$ cat src/rtl/ro_meas_pkg.sv
// Shared types and defaults for the ring-oscillator measurement sequencer.
// Latency: n/a (types only). Backpressure: n/a.
package ro_meas_pkg;

    typedef enum logic [2:0] {
        IDLE,
        CLEAR,
        GATE,
        SETTLE,
        CAPTURE
    } meas_state_t;

    localparam int CLR_CYC_DEF    = 4;
    localparam int SETTLE_CYC_DEF = 4;

    localparam logic [15:0] RESULT_SAT = 16'hFFFF;

endpackage

$ cat src/rtl/msb_wrap_det.sv
// Synchronises the RO counter MSB into clk and flags its 1->0 wrap while armed.
// Latency: SYNC_STAGES+1 clk from MSB fall to pulse. Backpressure: none, pulse is one cycle.
module msb_wrap_det #(
    parameter int SYNC_STAGES = 2
) (
    input  logic clk,
    input  logic rst,
    input  logic msb,
    input  logic arm,
    output logic wrap_pulse
);

    logic [SYNC_STAGES-1:0] sync_q;
    logic                   prev_q;

    always_ff @(posedge clk or posedge rst) begin
        if (rst) begin
            sync_q <= '0;
            prev_q <= 1'b0;
        end else begin
            sync_q <= {sync_q[SYNC_STAGES-2:0], msb};
            prev_q <= sync_q[SYNC_STAGES-1];
        end
    end

    assign wrap_pulse = arm & prev_q & ~sync_q[SYNC_STAGES-1];

endmodule

$ cat src/rtl/ro_meas_ctrl.sv
// Sequences one RO measurement: clear, gate for gate_len clk cycles, settle, capture.
// Latency: CLR_CYC+gate_len+SETTLE_CYC+2 clk start->done. Backpressure: start ignored while busy.
module ro_meas_ctrl
    import ro_meas_pkg::*;
#(
    parameter int GATE_W      = 16,
    parameter int CLR_CYC     = CLR_CYC_DEF,
    parameter int SETTLE_CYC  = SETTLE_CYC_DEF,
    parameter int SYNC_STAGES = 2
) (
    input  logic              clk,
    input  logic              rst,
    input  logic              start,
    input  logic              abort,
    input  logic [GATE_W-1:0] gate_len,
    input  logic [7:0]        count_in,
    output logic              cnt_clr,
    output logic              cnt_en,
    output logic              busy,
    output logic              done,
    output logic [15:0]       result,
    output logic              ovf
);

    localparam logic [GATE_W-1:0] ONE         = GATE_W'(1);
    localparam logic [GATE_W-1:0] CLR_LAST    = GATE_W'(CLR_CYC - 1);
    localparam logic [GATE_W-1:0] SETTLE_LAST = GATE_W'(SETTLE_CYC - 1);

    meas_state_t       state, nxt;
    logic [GATE_W-1:0] tmr;
    logic [GATE_W-1:0] gate_q;
    logic [7:0]        wrap_cnt;
    logic              sat;
    logic              arm;
    logic              wrap_pulse;
    logic              capture_go;

    // Armed through SETTLE so edges still in flight through the synchroniser are counted.
    assign arm        = (state == GATE) || (state == SETTLE);
    assign capture_go = (state == CAPTURE) && !abort;

    msb_wrap_det #(
        .SYNC_STAGES(SYNC_STAGES)
    ) u_wrap_det (
        .clk       (clk),
        .rst       (rst),
        .msb       (count_in[7]),
        .arm       (arm),
        .wrap_pulse(wrap_pulse)
    );

    always_comb begin
        nxt = state;
        case (state)
            IDLE:    if (start)                    nxt = CLEAR;
            CLEAR:   if (tmr == CLR_LAST)          nxt = GATE;
            GATE:    if (tmr == (gate_q - ONE))    nxt = SETTLE;
            SETTLE:  if (tmr == SETTLE_LAST)       nxt = CAPTURE;
            CAPTURE:                               nxt = IDLE;
            default:                               nxt = IDLE;
        endcase
        if ((state != IDLE) && abort) begin
            nxt = IDLE;
        end
    end

    always_ff @(posedge clk or posedge rst) begin
        if (rst) begin
            state    <= IDLE;
            tmr      <= '0;
            gate_q   <= '0;
            wrap_cnt <= '0;
            sat      <= 1'b0;
            result   <= '0;
            ovf      <= 1'b0;
            cnt_clr  <= 1'b0;
            cnt_en   <= 1'b0;
            busy     <= 1'b0;
            done     <= 1'b0;
        end else begin
            state <= nxt;
            tmr   <= (nxt != state) ? '0 : tmr + ONE;

            // Outputs follow the next state so they line up with the state register.
            cnt_clr <= (nxt == CLEAR);
            cnt_en  <= (nxt == GATE);
            busy    <= (nxt != IDLE);
            done    <= capture_go;

            if ((state == IDLE) && start) begin
                gate_q   <= (gate_len == '0) ? ONE : gate_len;
                wrap_cnt <= '0;
                sat      <= 1'b0;
            end else if (wrap_pulse) begin
                if (wrap_cnt == 8'hFF) begin
                    sat <= 1'b1;
                end else begin
                    wrap_cnt <= wrap_cnt + 8'd1;
                end
            end

            // count_in has been frozen for SETTLE_CYC cycles, so sampling it directly is safe.
            if (capture_go) begin
                result <= sat ? RESULT_SAT : {wrap_cnt, count_in};
                ovf    <= sat;
            end
        end
    end

endmodule

$ cat config.mk
export PLATFORM = sky130hd
export DESIGN_NAME = ro_meas_ctrl
export DESIGN_NICKNAME = d
export VERILOG_FILES = /design/src/rtl/ro_meas_pkg.sv /design/src/rtl/msb_wrap_det.sv /design/src/rtl/ro_meas_ctrl.sv
export SDC_FILE = /design/constraint.sdc
export NUM_CORES = 1
export LEC_CHECK = 0
export ABC_AREA = 0
export BUFFER_PORTS_ARGS = -buffer_cell sky130_fd_sc_hd__buf_2
export CAP_MARGIN = 40
export CORE_MARGIN = 8
export CORE_UTILIZATION = 60
export DETAILED_ROUTE_END_ITERATION = 8
export PLACE_DENSITY_LB_ADDON = 0.08
export SYNTH_ARGS = -nofsm -noshare
export SYNTH_HDL_FRONTEND = slang
export SYNTH_SLANG_ARGS = --single-unit
$ cat constraint.sdc
create_clock -name clk -period 5.7 [get_ports clk]
set_input_delay 0.57 -clock clk [delete_from_list [all_inputs] [get_ports clk]]
set_output_delay 0.57 -clock clk [all_outputs]
set_load 0.1 [all_outputs]
=== Word level (Yosys, flattened, before mapping) ===
Index checks and enable logic that the tools add are counted.

* Add/sub/neg operators: 3
* Equality and inequality tests: 11
* Bitwise logic cells: 3
* Muxes and demuxes: 15
* Reductions and logical operators: 13

{| class="wikitable"
|+ Operator list
! kind !! number
|-
| $mux 16 || 3
|-
| $mux 8 || 3
|-
| $add 16x1->16 const B || 1
|-
| $eq 16x16->1 || 1
|-
| $eq 16x2->1 const B || 1
|-
| $logic_not 16->1 || 1
|-
| $sub 16x1->16 const B || 1
|-
| $mux 3 || 5
|-
| $pmux 3 s4 || 1
|-
| $eq 3x2->1 const B || 3
|-
| $add 8x1->8 const B || 1
|-
| $eq 8x8->1 const B || 1
|-
| $eq 3x1->1 const B || 2
|-
| $reduce_bool 3->1 || 2
|-
| $reduce_and 2->1 || 2
|-
| $reduce_bool 2->1 || 2
|-
| $eq 3x3->1 const B || 1
|-
| $logic_and 1x1->1 || 3
|-
| $logic_not 3->1 || 1
|-
| $mux 1 || 3
|-
| $ne 3x3->1 || 1
|-
| $and 1x1->1 || 2
|-
| $ne 2x2->1 const B || 1
|-
| $logic_not 1->1 || 1
|-
| 2 further kinds || 2
|}

* Output and inout port bits: 21
* Input bits: 28
* Register bits after elaboration: 68
* Logic and storage cells: 58

=== Longest topological paths before layout ===
Gate-level depths: netlist of the first run.

* Word-level depth: 7
* Depth in mapped cells: 12
* Mapped depth without buffers: 8

=== Cells and area by module ===
A second synthesis of the first run with hierarchy kept.

* Cell total of the unflattened synthesis: 356
* Area total of the unflattened synthesis: 3460.8 um^2

{| class="wikitable"
|+ Modules (own cells, without submodules)
! module !! area an instance (um^2) !! cells an instance !! sequential area each (um^2) !! times used
|-
| ro_meas_ctrl || 3373.2 || 351 || 1626.6 || 1
|-
| msb_wrap_det || 87.6 || 5 || 75.1 || 1
|}

=== Worst setup path before layout of the first run ===
No wires, ideal clock.

* Path kind: register to register
* From: register gate_q[3]
* To: register tmr[10]
* Setup time: 148 ps
* Clock period less this slack: 2559 ps
* Stages on the path, launching flop included: 10
* Data arrival time: 2411 ps
* Buffers on the path: 3
* Data required time: 5552 ps
* Path slack: 3141 ps
* Cell sequence: dfrtp_1 > or4_1 > buf_2 > o41ai_1 > o211ai_1 > a2111oi_2 > and4_1 > buf_6 > buf_8 > a211oi_2

* Word-level cells in the longest chain between the ends: 7

{| class="wikitable"
|+ RTL lines
! what !! line !! source
|-
| from (decl) || ro_meas_ctrl.sv:31 || <nowiki>logic [GATE_W-1:0] gate_q;</nowiki>
|-
| from (signal assigned) || ro_meas_ctrl.sv:91 || <nowiki>gate_q <= (gate_len == '0) ? ONE : gate_len;</nowiki>
|-
| $sub 16x1->16 || ro_meas_ctrl.sv:57 || <nowiki>GATE: if (tmr == (gate_q - ONE)) nxt = SETTLE;</nowiki>
|-
| $eq 16x16->1 || ro_meas_ctrl.sv:57 ||
|-
| $mux 3 || ro_meas_ctrl.sv:57 ||
|-
| $pmux 3 s4 || ro_meas_ctrl.sv:54 || <nowiki>case (state)</nowiki>
|-
| $mux 3 || ro_meas_ctrl.sv:62 || <nowiki>if ((state != IDLE) && abort) begin</nowiki>
|-
| $ne 3x3->1 || ro_meas_ctrl.sv:82 || <nowiki>tmr <= (nxt != state) ? '0 : tmr + ONE;</nowiki>
|-
| $mux 16 || ro_meas_ctrl.sv:82 ||
|-
| to (signal assigned) || ro_meas_ctrl.sv:82 ||
|-
| to (decl) || ro_meas_ctrl.sv:30 || <nowiki>logic [GATE_W-1:0] tmr;</nowiki>
|}

Every way passes these cells.
A chain may end at the register's enable or synchronous reset.

=== Worst setup path after layout of the first run ===
* From: register gate_q[3]
* To: register tmr[2]

Same word-level chain as after synthesis.

==> key figures, run 1 <==
Run status
  – Outcome: completed

Synthesis
  – Synthesized Nets: around 400
  – Synthesized area divided by synthesized cell count: approximately 9.9 um2
  – Main flop type after synthesis: sky130_fd_sc_hd__dfrtp_1
  – Sequential element share of the synthesized area: about 46%
  – Yosys warnings: 0
  – Area of the mapped netlist: between 3000 and 4000 um2
  – Share of the synthesized area in the top cell type: approximately 46%
  – Fraction of registers with async set or reset after synthesis: 100%
  – EDFF count, synth: 0
  – Largest cells by area after synthesis: sky130_fd_sc_hd__dfrtp_1 (46%), sky130_fd_sc_hd__nor2_1 (5.2%), sky130_fd_sc_hd__xnor2_1 (4.3%), sky130_fd_sc_hd__xor2_1 (4.1%), sky130_fd_sc_hd__mux2_2 (3.7%)
  – Cell type with the largest total area after synthesis: sky130_fd_sc_hd__dfrtp_1
  – Number of distinct library cell variants in the gate-level netlist after synthesis: 50
  – Cell count after synthesis: 370
  – Synth Register Bits: 68

Global route
  – First-pass GRT wire length: ~14 mm
  – Total Routing Usage GR: about a fifth
  – Antenna violations before repair: 0
  – Pin count of the biggest net entering global routing: 69
  – Via count of the first global-routing pass: roughly 2800
  – Congestion Overflow GR: 0

Detailed routing
  – Final routed wirelength across all metal layers: ~8.1 mm
  – Starting DRC count in detailed routing: ~150
  – Routed length on met2: ~3.6 mm
  – Vias per inst: ~5.8
  – Highest metal layer with signal wires: met4
  – First-pass iteration count of the detailed router: 4
  – Met1 Routed Length: between 3 and 4 mm
  – DR vias: about 2900
  – Count of nets left with antenna violations after detail routing: 0
  – Met3 Wirelength: between 300 and 400 um
  – Routed len/inst: 16.5 um
  – Final routed DRC violation total: 0

Layout
  – Finished Core Util: between 60% and 70%
  – Area grow syn2layout: 12.6%
  – Filler cell count in the final layout: ~480
  – Fraction of layout cells with a size suffix above 1: around a quarter
  – Post-layout nets: 440
  – Number of antenna diodes: 0

Clock network
  – Setup Buffers After CTS: 0
  – Number of buffers inserted for hold repair after clock tree synthesis: 0
  – Clock tree buffer depth: 2
  – Num CTS Buffers: 9
  – Post-cts repair resize count: 0
  – Cell at the root of the clock tree: sky130_fd_sc_hd__clkbuf_8
  – TritonCTS clock tree: yes
  – Clk_lat worst skew: roughly 0.33 ns
  – Number of sinks on the clock net: just under 70
  – CTS clk-pin slew, worst paths: roughly 0.07 ns
  – CTS H-tree lvls: 3

STA
  – Max transition margin: roughly 45%
  – Setup repair after global routing missed its margin: false
  – Fin. max-slew vios: 0
  – Final TNS setup: 0 ns
  – Final cycle utilization of the critical path: 54.7%
  – Time the final worst path needs with I/O delays and setup: between 3 and 4 ns
  – Actual transition at the worst max-transition pin: ~0.83 ns
  – Final Hold Viols: 0
  – Upper clock frequency limit: ~0.32 GHz
  – Layout Skew: around 0.0083 ns
  – Finish-stage setup viols: 0

Pwr
  – Part of the total power dissipated in combinational logic: between 30% and 40%
  – Cell-internal power: between 0.9 and 1 mW
  – Sw Share: ~40%
  – Total power per unit cell area: approximately 400 nW/um2
  – Switching power summed over all nets: roughly 0.66 mW
  – Maximum ir drop on the vdd rail: roughly 0.31 mV
  – Leakage dissipation: around 1.8 nW
  – Sequential fraction of design power: a little over two fifths
  – Clock network fraction of design power: a little under a quarter

Worst setup path
  – Setup Crit Path Kind: reg -> reg
  – Crit path launch type: flop
  – CP endpoint kind: flop
  – R2r worst-path depth: 6
  – Endpoint of the worst register-to-register path: tmr[2]
  – Maximum fanout encountered on the critical timing path: 16
  – Slowest library cell on the worst path: sky130_fd_sc_hd__and4_1
  – Critical R2R Launch: gate_q[3]
  – Arrival time of data at the critical path endpoint: around 3.3 ns
  – Origin of the worst setup path: gate_q[3]
  – Cells along the critical path: or4_1 -> o41ai_1 -> o211ai_1 -> a2111oi_2 -> and4_1 -> a211oi_1
  – Required time of the critical path: 5.87 ns
  – R2R Setup Slk: 2.58 ns
  – Delay contributed by the slowest stage of the critical path: about 0.76 ns

Placement
  – Placer congestion estimate: 0.947
  – Count of input and output buffers: 48
  – DPL Wire Length: ~5.7 mm

Min path
  – Worst hold path startpoint: count_in[7]
  – Worst min path class: in -> reg
  – Worst min-delay path endpoint: u_wrap_det.sync_q[0]
  – Hold-critical path depth: 1

Floorplan
  – Die Outline Area: about 8900 um2
  – Initial core utilization: between 60 and 70%
  – Die W: around 94 um
  – Floorplan row count: 28
  – Core box area: 5920 um2
  – Count of pins on the block boundary: between 40 and 50
  – Vertical extent of the die: 94.1 um

Run
  – Max-capacitance violation count: 0
==> how the worst max path moves through the flow <==
stage / to / slack [ns]
floorplan: tmr[10] / 3.14
global placement: tmr[0] / 2.69
detailed placement: tmr[2] / 2.57
CTS: tmr[2] / 2.57
global route: tmr[1] / 2.38
finish: tmr[2] / 2.58
==> per-stage QoR <==
stage	power (mW)	cell area, um2	instances	setup slack, ns	hold slack, ns
after global routing	1.74	4120	489	2.38	0.337
after floorplan	1.13	3660	370	3.14	0.331
after detailed placement	1.26	3930	473	2.57	0.350
after global placement	1.25	3930	473	2.69	0.364
after CTS	1.65	4120	489	2.57	0.343
final	1.65	4120	489	2.58	0.353
==> cell families after synthesis <==
logic type | count (synthesis) | synth area share [%]
AOI/OAI and AO/OA | 76 | 15.7
buffers and inverters | 34 | 4.03
muxes | 12 | 3.69
DFF | 68 | 46.5
xor gates and xnor gates | 36 | 8.99
adders and majority gates | 3 | 1.03
and+or+nand+nor | 141 | 20.1
==> per-layer routing <==
metal	global-route usage, %	vias to the layer above
li1	-	1410
met1	28.7	1367
met2	26.7	63
met3	3.60	13
met4	6.87	0
met5	0	-
==> sequential cells by signal, summed over array words and instances, names as in the netlist, 2 cells and up <==
register / cells
state: 3
result: 16
gate_q: 16
wrap_cnt: 8
tmr: 16
u_wrap_det.sync_q: 2
==> layout make-up <==
type / instances / area [um2] / share of cell area [%]
Inverter: 9 / 33.8 / 0.819
Multi-Input combinational cell: 268 / 1820 / 44.2
Clock buffer: 10 / 128 / 3.10
Tap cell: 75 / 93.8 / 2.28
Timing Repair Buffer: 53 / 278 / 6.74
Clock inverter: 6 / 65.1 / 1.58
Sequential cell: 68 / 1700 / 41.3
==> layout by cell type, fill, tap and decap left out, drive strengths merged, types with 4 or more instances in the layout <==
cell	instances
dfrtp	68
buf	53
nor2	51
a21oi	23
xnor2	18
xor2	17
nand2	17
a211oi	17
mux2	12
and3	11
nor4	11
clkbuf	10
o21ai	9
inv	9
nor3	8
nand4	8
nand2b	7
o211ai	5
nand3	5
nor4b	5
nor3b	4
nor2b	4
clkinv	4
==> critical path: cells and delay by family (launching register included) <==
kind,cells,cell delay [ns]
AOI/OAI and AO/OA,4,1.08
DFF,1,0.46
and+or+nand+nor,2,1.43
==> cells in the mapped netlist (all sizes together) (3+ instances only) <==
master / count
nand3: 5
a21boi: 3
clkbuf: 22
nand4: 8
nor3: 8
nor3b: 4
dfrtp: 68
xnor2: 18
o211ai: 5
inv: 9
or2: 3
and3: 11
nor4: 11
nand2b: 7
mux2: 12
buf: 3
nor4b: 5
a21oi: 23
o21ai: 9
a211oi: 17
nand2: 17
nor2b: 4
ha: 3
xor2: 17
a41oi: 3
nor2: 51
==> power groups by stage <==
stage	Sequential, mW	Combinational (mW)	Clock [mW]
3_5_place_dp	0.698	0.566	0
5_1_grt	0.706	0.617	0.423
4_1_cts	0.689	0.570	0.396
2_1_floorplan	0.713	0.418	0
3_3_place_gp	0.690	0.560	0
6_report	0.692	0.571	0.386
Note: power is estimated with default switching activity, not from simulation.
==> inputs of run 2 (changes only) <==
--- a/config.mk
+++ b/config.mk
@@ -9,7 +9,7 @@
 export BUFFER_PORTS_ARGS = -buffer_cell sky130_fd_sc_hd__buf_2
 export CAP_MARGIN = 40
 export CORE_MARGIN = 8
-export CORE_UTILIZATION = 60
+export CORE_UTILIZATION = 52
 export DETAILED_ROUTE_END_ITERATION = 8
 export PLACE_DENSITY_LB_ADDON = 0.08
 export SYNTH_ARGS = -nofsm -noshare
==> constraint.sdc (replaced) <==
create_clock -name clk -period 2.85 [get_ports clk]
set_input_delay 0.285 -clock clk [delete_from_list [all_inputs] [get_ports clk]]
set_output_delay 0.285 -clock clk [all_outputs]
set_load 0.1 [all_outputs]
==> run 2 against run 1 <==
Critical path depth up 1. Fmax is 21% higher. Via count up 2.2%. Critical path type unchanged. Sequential power up 95%. Clock skew fell by 0.0036 ns. Cell area is 3.6% higher. Hold slack got worse by 0.29 ns. Non-clock buffer count up 10. Power up 110%. Largest cell class unchanged. Clock power up 120%.
==> key figures, run 2 (synthesis results as in run 1) <==
Run status
  – Outcome: completed

Layout
  – Post-layout nets: 450 (+2.3%)
  – Final design instance area without fill: 4270 um2 (+3.6%)
  – Area grow syn2layout: 16.8%
  – Registers with the most flip-flops: gate_q: 16 flops, result: 16 flops, tmr: 16 flops
  – Most used cells in the layout excluding fill and tap cells: sky130_fd_sc_hd__dfrtp_1 (68), sky130_fd_sc_hd__nor2_1 (51), sky130_fd_sc_hd__buf_2 (48)
  – Fraction of layout cells with a size suffix above 1: 25.9% (+2.0 points)
  – Most common library cell in the layout ignoring fill and taps: sky130_fd_sc_hd__dfrtp_1
  – Number of antenna diodes: 0 (unchanged)
  – Filler cell count in the final layout: 578 (+21%)

Pwr
  – Total power per unit cell area: 815 nW/um2 (+100%)
  – Cell-internal power: 2.12 mW (+110%)
  – Sequential fraction of design power: 38.6% (-3.4 points)
  – Maximum ir drop on the vdd rail: 0.475 mV (+51%)
  – Switching power summed over all nets: 1.37 mW (+110%)
  – Sw Share: 39.3% (-1.0 points)
  – Clock network fraction of design power: 24.9% (+1.5 points)
  – Total Power Consumption: 3.48 mW (+110%)
  – Leakage dissipation: 1.88 nW (+3.3%)
  – Part of the total power dissipated in combinational logic: 36.5% (+1.9 points)

Floorplan
  – Core box area: 6790 um2 (+15%)
  – Count of pins on the block boundary: 49 (unchanged)
  – Vertical extent of the die: 99.9 um (+6.2%)
  – Initial core utilization: 53.9% (-7.9 points)
  – Die Outline Area: 9980 um2 (+13%)
  – Die W: 99.9 um (+6.2%)
  – Floorplan row count: 30 (+7.1%)

Worst setup path
  – Endpoint of the worst register-to-register path: tmr[15]
  – CP endpoint kind: flop
  – Setup Crit Path Kind: reg -> reg
  – Required time of the critical path: 3.07 ns (-2.80 ns)
  – Arrival time of data at the critical path endpoint: 2.80 ns (-0.49 ns)
  – Maximum fanout encountered on the critical timing path: 16 (unchanged)
  – R2r worst-path depth: 7 (+1)
  – R2R Setup Slk: 0.27 ns (-2.31 ns)
  – Crit path launch type: flop
  – Critical R2R Launch: gate_q[5]

Global route
  – Pin count of the biggest net entering global routing: 35 (-49%)
  – First-pass GRT wire length: 14.1 mm (+3.4%)
  – Antenna violations before repair: 0 (unchanged)
  – Total Routing Usage GR: 17.6% (-1.6 points)
  – Via count of the first global-routing pass: 2892 (+3.7%)
  – Congestion Overflow GR: 0 (unchanged)

Min path
  – Worst min path class: in -> reg
  – Worst min-delay path endpoint: u_wrap_det.sync_q[0]
  – Hold-critical path depth: 1 (unchanged)
  – Worst hold path startpoint: count_in[7]

Clock network
  – CTS clk-pin slew, worst paths: 0.08 ns (about the same)
  – Clock tree buffer depth: 2 (unchanged)
  – TritonCTS clock tree: yes
  – Num CTS Buffers: 9 (unchanged)
  – Cell at the root of the clock tree: sky130_fd_sc_hd__clkbuf_8
  – CTS H-tree lvls: 3 (unchanged)
  – Clk_lat worst skew: 0.34 ns (about the same)
  – Setup Buffers After CTS: 0 (unchanged)
  – Number of sinks on the clock net: 68 (unchanged)

Detailed routing
  – First-pass iteration count of the detailed router: 4 (unchanged)
  – Final routed wirelength across all metal layers: 8.32 mm (+3.2%)
  – Count of nets left with antenna violations after detail routing: 0 (unchanged)
  – Vias per inst: 5.61 (-3.9%)
  – Starting DRC count in detailed routing: 141 (-7.8%)
  – DR vias: 2915 (+2.2%)
  – Final routed DRC violation total: 0 (unchanged)
  – Routed len/inst: 16.0 um (-3.0%)

STA
  – Actual transition at the worst max-transition pin: 0.576 ns (-0.254 ns)
  – Worst path setup slack after routing: 0.274 ns (-2.31 ns)
  – Final Hold Viols: 0 (unchanged)
  – Final TNS setup: 0 ns (unchanged)
  – Time the final worst path needs with I/O delays and setup: 2.58 ns (-0.543 ns)
  – Fin. max-slew vios: 0 (unchanged)
  – Setup repair after global routing missed its margin: false
  – Layout Skew: 0.00468 ns (-0.00364 ns)
  – Finish-stage setup viols: 0 (unchanged)
  – Max transition margin: 61.6% (+17 points)
  – Final cycle utilization of the critical path: 90.4% (+36 points)
  – Upper clock frequency limit: 0.388 GHz (+21%)

Placement
  – Placer congestion estimate: 0.876 (-7.5%)
  – DP Worst Slack: 0.158 ns (-2.41 ns)
  – Area after detailed placement: 4040 um2 (+2.7%)
  – DPL Wire Length: 6.08 mm (+5.9%)
  – Count of input and output buffers: 48 (unchanged)

Run
  – Max-capacitance violation count: 0 (unchanged)
==> run 2: cell types whose count changed in the layout (fill, tap and decap cells not counted), sizes merged <==
| cell | previous run | this run |
|---|---|---|
| bufinv | 1 | 2 |
| clkinvlp | 1 | 2 |
| clkinv | 4 | 2 |
| buf | 53 | 62 |
| dlygate4sd3 | 0 | 1 |
==> run 2: critical path: stages (launching register included) <==
cell and delay [ns]:
sky130_fd_sc_hd__dfrtp_1 0.44, sky130_fd_sc_hd__or4_4 0.55, sky130_fd_sc_hd__o41ai_1 0.37, sky130_fd_sc_hd__nand4_1 0.17, sky130_fd_sc_hd__a2111oi_2 0.36, sky130_fd_sc_hd__and4_1 0.31, sky130_fd_sc_hd__buf_12 0.17, sky130_fd_sc_hd__a211oi_1 0.08
==> run 2: power groups by stage <==
stage	clock network (mW)	registers [mW]	logic (mW)
floorplan	0	1.43	0.835
global placement	0	1.35	1.23
detailed placement	0	1.36	1.25
CTS	0.882	1.34	1.26
global route	0.915	1.38	1.39
finish	0.867	1.35	1.27
==> run 2: cell type report <==
cell class | count | area, um2 | area share (%)
well taps | 96 | 120 | 2.81
clock inverters | 6 | 88.8 | 2.08
multi-input cells | 268 | 1830 | 42.9
clock buffers | 10 | 128 | 2.99
flip-flops and latches | 68 | 1700 | 39.8
inverters | 9 | 33.8 | 0.791
repair buffers | 63 | 368 | 8.61
==> run 2: worst max path at each step <==
stage,start,slack (ns),depth (start not counted),endpoint
finish,gate_q[5],0.27,7,tmr[15]
global route,gate_q[0],0.05,9,tmr[4]
CTS,gate_q[0],0.15,9,tmr[15]
detailed placement,gate_q[0],0.16,9,tmr[1]
global placement,gate_q[5],0.27,7,tmr[4]
floorplan,gate_q[3],0.29,9,tmr[10]
==> run 2: what timing repair did <==
| item | in CTS | in global routing |
|---|---|---|
| endpoints found under the hold margin | 3 | 0 |
| hold buffers | 1 | 0 |
| resized for setup | 0 | 2 |
| setup endpoints to repair | 0 | 16 |
==> run 2: layer usage <==
layer / routed length, um / vias to the layer above / track usage [%] / share of wire, %
li1: - / 1431 / - / -
met1: 4030 / 1421 / 24.2 / 48
met2: 3800 / 49 / 26.0 / 46
met3: 336 / 14 / 3.60 / 4.0
met4: 151 / 0 / 8.15 / 1.8
met5: 0 / - / 0 / 0
==> run 2: metrics by stage <==
step	hold WS [ns]	instances	util (%)
6_report	0.0582	520	62.9
3_3_place_gp	0.339	503	59.4
3_5_place_dp	0.336	503	59.4
4_1_cts	0.0491	520	62.7
5_1_grt	0.0496	520	62.9
2_1_floorplan	0.316	370	-
==> inputs of run 3 (changes only) <==
--- a/config.mk
+++ b/config.mk
@@ -12,6 +12,8 @@
 export CORE_UTILIZATION = 52
 export DETAILED_ROUTE_END_ITERATION = 8
 export PLACE_DENSITY_LB_ADDON = 0.08
+export SLEW_MARGIN = 20
 export SYNTH_ARGS = -nofsm -noshare
 export SYNTH_HDL_FRONTEND = slang
+export SYNTH_HIERARCHICAL = 1
 export SYNTH_SLANG_ARGS = --single-unit
==> run 3 against run 2 <==
Global-route usage fell by 1.1 points. Utilization grew 1.8 points. Wire length is 8.6% lower. Final cell count shrank 4.2%. Fmax fell by 4.8%. Synthesized area shrank 5.4%. Highest routed layer unchanged. Critical path type unchanged.
==> key figures, run 3 <==
Synthesis
  – Commonest cells in the netlist: sky130_fd_sc_hd__dfrtp_1 (68), sky130_fd_sc_hd__nor2_1 (65), sky130_fd_sc_hd__a21oi_1 (22)
  – Fraction of registers with async set or reset after synthesis: 100% (unchanged)
  – Synthesized Nets: 387 (-3.5%)
  – Main flop type after synthesis: sky130_fd_sc_hd__dfrtp_1
  – Largest cells by area after synthesis: sky130_fd_sc_hd__dfrtp_1 (49%), sky130_fd_sc_hd__nor2_1 (7.0%), sky130_fd_sc_hd__mux2_2 (4.6%), sky130_fd_sc_hd__xnor2_1 (4.6%), sky130_fd_sc_hd__xor2_1 (4.6%)
  – Share of the synthesized area in the top cell type: 49.2% (+2.7 points)
  – Synth Register Bits: 68 (unchanged)
  – Most used standard cell by instance count after synthesis: sky130_fd_sc_hd__dfrtp_1
  – Yosys warnings: 6 (+6)
  – Number of distinct library cell variants in the gate-level netlist after synthesis: 49 (-2.0%)
  – Cell type with the largest total area after synthesis: sky130_fd_sc_hd__dfrtp_1
  – EDFF count, synth: 0 (unchanged)
  – Cell count after synthesis: 356 (-3.8%)
  – Area of the mapped netlist: 3460 um2 (-5.4%)
  – Synthesized area divided by synthesized cell count: 9.72 um2 (-1.7%)
  – Sequential element share of the synthesized area: 49.2% (+2.7 points)

STA
  – Fin. max-slew vios: 0 (unchanged)
  – Max transition margin: 62.5% (+0.89 points)
  – Finish-stage setup viols: 0 (unchanged)
  – Layout Skew: 0.00535 ns (+0.000675 ns)
  – Worst path setup slack after routing: 0.143 ns (-0.130 ns)
  – Actual transition at the worst max-transition pin: 0.562 ns (-0.0134 ns)
  – Upper clock frequency limit: 0.369 GHz (-4.8%)
  – Final TNS setup: 0 ns (unchanged)
  – Final cycle utilization of the critical path: 95.0% (+4.6 points)
  – Final Hold Viols: 0 (unchanged)
  – Time the final worst path needs with I/O delays and setup: 2.71 ns (+0.130 ns)

Pwr
  – Maximum ir drop on the vdd rail: 0.597 mV (+26%)
  – Leakage dissipation: 1.90 nW (+0.93%)
  – Total power per unit cell area: 814 nW/um2 (-0.17%)

Placement
  – Placer congestion estimate: 0.841 (-3.9%)
  – Count of input and output buffers: 48 (unchanged)
  – Inst Count DP: 480 (-4.6%)
  – DP Worst Slack: 0.0306 ns (-0.127 ns)
  – Area after detailed placement: 3880 um2 (-3.9%)
  – DPL Wire Length: 5.55 mm (-8.7%)

Global route
  – Pin count of the biggest net entering global routing: 39 (+11%)
  – Via count of the first global-routing pass: 2762 (-4.5%)
  – First-pass GRT wire length: 13.2 mm (-6.0%)
  – Most congested layer reported by global routing: met2
  – Met1 layer usage reported by global route: 22.0% (-2.2 points)
  – Global routing met3 resource utilization: 4.55% (+0.95 points)
  – Antenna violations before repair: 0 (unchanged)
  – Total Routing Usage GR: 16.6% (-1.1 points)
  – Global-route track usage on met2: 25.7% (-0.30 points)
  – Congestion Overflow GR: 0 (unchanged)

Detailed routing
  – Starting DRC count in detailed routing: 84 (-40%)
  – Vias per inst: 5.56 (-0.74%)
  – Final routed wirelength across all metal layers: 7.60 mm (-8.6%)
  – Routed len/inst: 15.3 um (-4.6%)
  – DR vias: 2771 (-4.9%)
  – Final routed DRC violation total: 0 (unchanged)
  – First-pass iteration count of the detailed router: 4 (unchanged)
  – Count of nets left with antenna violations after detail routing: 0 (unchanged)

Clock network
  – TritonCTS clock tree: yes
  – Number of sinks on the clock net: 68 (unchanged)
  – Clk_lat worst skew: 0.34 ns (about the same)
  – Num CTS Buffers: 9 (unchanged)
  – Setup Buffers After CTS: 0 (unchanged)
  – Clock tree buffer depth: 2 (unchanged)
  – Cell at the root of the clock tree: sky130_fd_sc_hd__clkbuf_8
  – CTS clk-pin slew, worst paths: 0.07 ns (about the same)
  – CTS H-tree lvls: 3 (unchanged)

Layout
  – Post-route non-filler standard cell count: 498 (-4.2%)
  – Number of antenna diodes: 0 (unchanged)
  – Finished Core Util: 64.7% (+1.8 points)
  – Final design instance area without fill: 4130 um2 (-3.3%)
  – Most common library cell in the layout ignoring fill and taps: sky130_fd_sc_hd__dfrtp_1
  – Registers with the most flip-flops: gate_q: 16 flops, result: 16 flops, tmr: 16 flops
  – Fraction of layout cells with a size suffix above 1: 26.8% (+0.90 points)
  – Post-layout nets: 447 (-0.67%)
  – Most used cells in the layout excluding fill and tap cells: sky130_fd_sc_hd__dfrtp_1 (67), sky130_fd_sc_hd__nor2_1 (65), sky130_fd_sc_hd__buf_2 (48)
  – Area grow syn2layout: 19.5%

Worst setup path
  – Slowest library cell on the worst path: sky130_fd_sc_hd__or4_4
  – Endpoint of the worst register-to-register path: cnt_clr
  – Largest delay contributor family on the critical path: simple AND/OR/NAND/NOR gates
  – Instance count on the critical path: 7 (unchanged)
  – Origin of the worst setup path: gate_q[0]
  – CP endpoint kind: flop
  – Delay contributed by the slowest stage of the critical path: 0.56 ns (about the same)
  – Arrival time of data at the critical path endpoint: 2.97 ns (+0.17 ns)
  – R2r worst-path depth: 7 (unchanged)
  – Crit path buffers/inverters: 0 (-1)
  – Cells along the critical path: or4_4 -> or3_1 -> a211o_1 -> a221oi_2 -> o2111ai_2 -> a311oi_2 -> nor3b_2
  – Setup Crit Path Kind: reg -> reg
  – Critical R2R Launch: gate_q[0]
  – Crit path launch type: flop
  – Maximum fanout encountered on the critical timing path: 6 (-10)
  – Required time of the critical path: 3.12 ns (+0.05 ns)
  – Critical path capture point: cnt_clr
  – R2R Setup Slk: 0.14 ns (-0.13 ns)

Floorplan
  – Floorplan row count: 29 (-3.3%)
  – Initial core utilization: 54.2% (+0.33 points)
  – Die Outline Area: 9520 um2 (-4.6%)
  – Core box area: 6390 um2 (-6.0%)
  – Die W: 97.6 um (-2.3%)
  – Vertical extent of the die: 97.6 um (-2.3%)
  – Count of pins on the block boundary: 49 (unchanged)

Min path
  – Hold-critical path depth: 1 (unchanged)
  – Worst min path class: in -> reg
  – Worst hold path startpoint: count_in[7]

Run status
  – Outcome: completed

Run
  – Max-capacitance violation count: 0 (unchanged)
-- run 3: cell count changes after synthesis, moves of 4 or more --
cell / before / now
sky130_fd_sc_hd__nor2_1: 51 / 65
sky130_fd_sc_hd__nand2b_1: 7 / 1
sky130_fd_sc_hd__clkbuf_1: 22 / 16
sky130_fd_sc_hd__a211oi_2: 10 / 0
sky130_fd_sc_hd__nand2_1: 17 / 13
sky130_fd_sc_hd__nor3_1: 8 / 12
sky130_fd_sc_hd__nand3_1: 5 / 13
sky130_fd_sc_hd__a211oi_1: 7 / 3
sky130_fd_sc_hd__o211ai_1: 5 / 0
-- run 3: stage by stage --
stage	hold WS, ns	power [mW]
after CTS	0.0560	3.36
after global routing	0.0623	3.58
final	0.0668	3.37
after detailed placement	0.169	2.55
after floorplan	0.0386	2.17
after global placement	0.169	2.53
-- run 3: cell type report --
cell class / count / area, um2
sequential: 68 / 1700
clock inverter: 4 / 47.5
fill: 537 / 2250
clock buffer: 12 / 155
tap: 77 / 96.3
inverter: 11 / 41.3
timing repair buffer: 67 / 410
multi-input combinational: 259 / 1680
-- run 3: worst min-delay path by stage --
stage | endpoint | slack [ns]
CTS | u_wrap_det/sync_q[0] | 0.06
finish | u_wrap_det/sync_q[0] | 0.07
detailed placement | u_wrap_det/sync_q[0] | 0.17
global placement | u_wrap_det/sync_q[0] | 0.17
global route | u_wrap_det/sync_q[0] | 0.06
floorplan | u_wrap_det/prev_q | 0.04
-- run 3: cells by family (layout without fill, tap and decap cells) --
family | Yosys count | in the layout | share of synthesized area, %
adders and majority gates | 3 | 3 | 1.08
and+or+nand+nor | 156 | 156 | 23.1
AOI/OAI and AO/OA | 48 | 48 | 9.11
buffers and inverters | 29 | 94 | 3.29
xor gates and xnor gates | 36 | 36 | 9.11
muxes | 16 | 16 | 5.13
DFF | 68 | 68 | 49.2
-- run 3: metal layers --
metal / share of wire, % / vias up
li1: - / 1380
met2: 47 / 48
met1: 49 / 1333
met5: 0 / -
met3: 3.5 / 10
met4: 1.2 / 0
-- run 3: report_power, final --
group          total, mW  switching (mW)  internal (mW)  leakage, nW
Combinational       1.24           0.716          0.524        0.899
Sequential          1.32           0.189           1.14        0.898
Clock              0.800           0.351          0.449        0.102
Total               3.37            1.26           2.11         1.90
-- run 3: timing repair --
| item | CTS | global route |
|---|---|---|
| gates resized for setup | 0 | 6 |
| hold endpoints to repair | 3 | 0 |
| hold buffers | 1 | 0 |
| endpoints found under the setup margin | 0 | 17 |
-- run 3: worst register-to-register path, stage by stage, from the launching register on --
cell and delay (ns):
sky130_fd_sc_hd__dfrtp_2 0.45, sky130_fd_sc_hd__or4_4 0.56, sky130_fd_sc_hd__or3_1 0.35, sky130_fd_sc_hd__a211o_1 0.29
sky130_fd_sc_hd__a221oi_2 0.26, sky130_fd_sc_hd__o2111ai_2 0.24, sky130_fd_sc_hd__a311oi_2 0.30, sky130_fd_sc_hd__nor3b_2 0.19
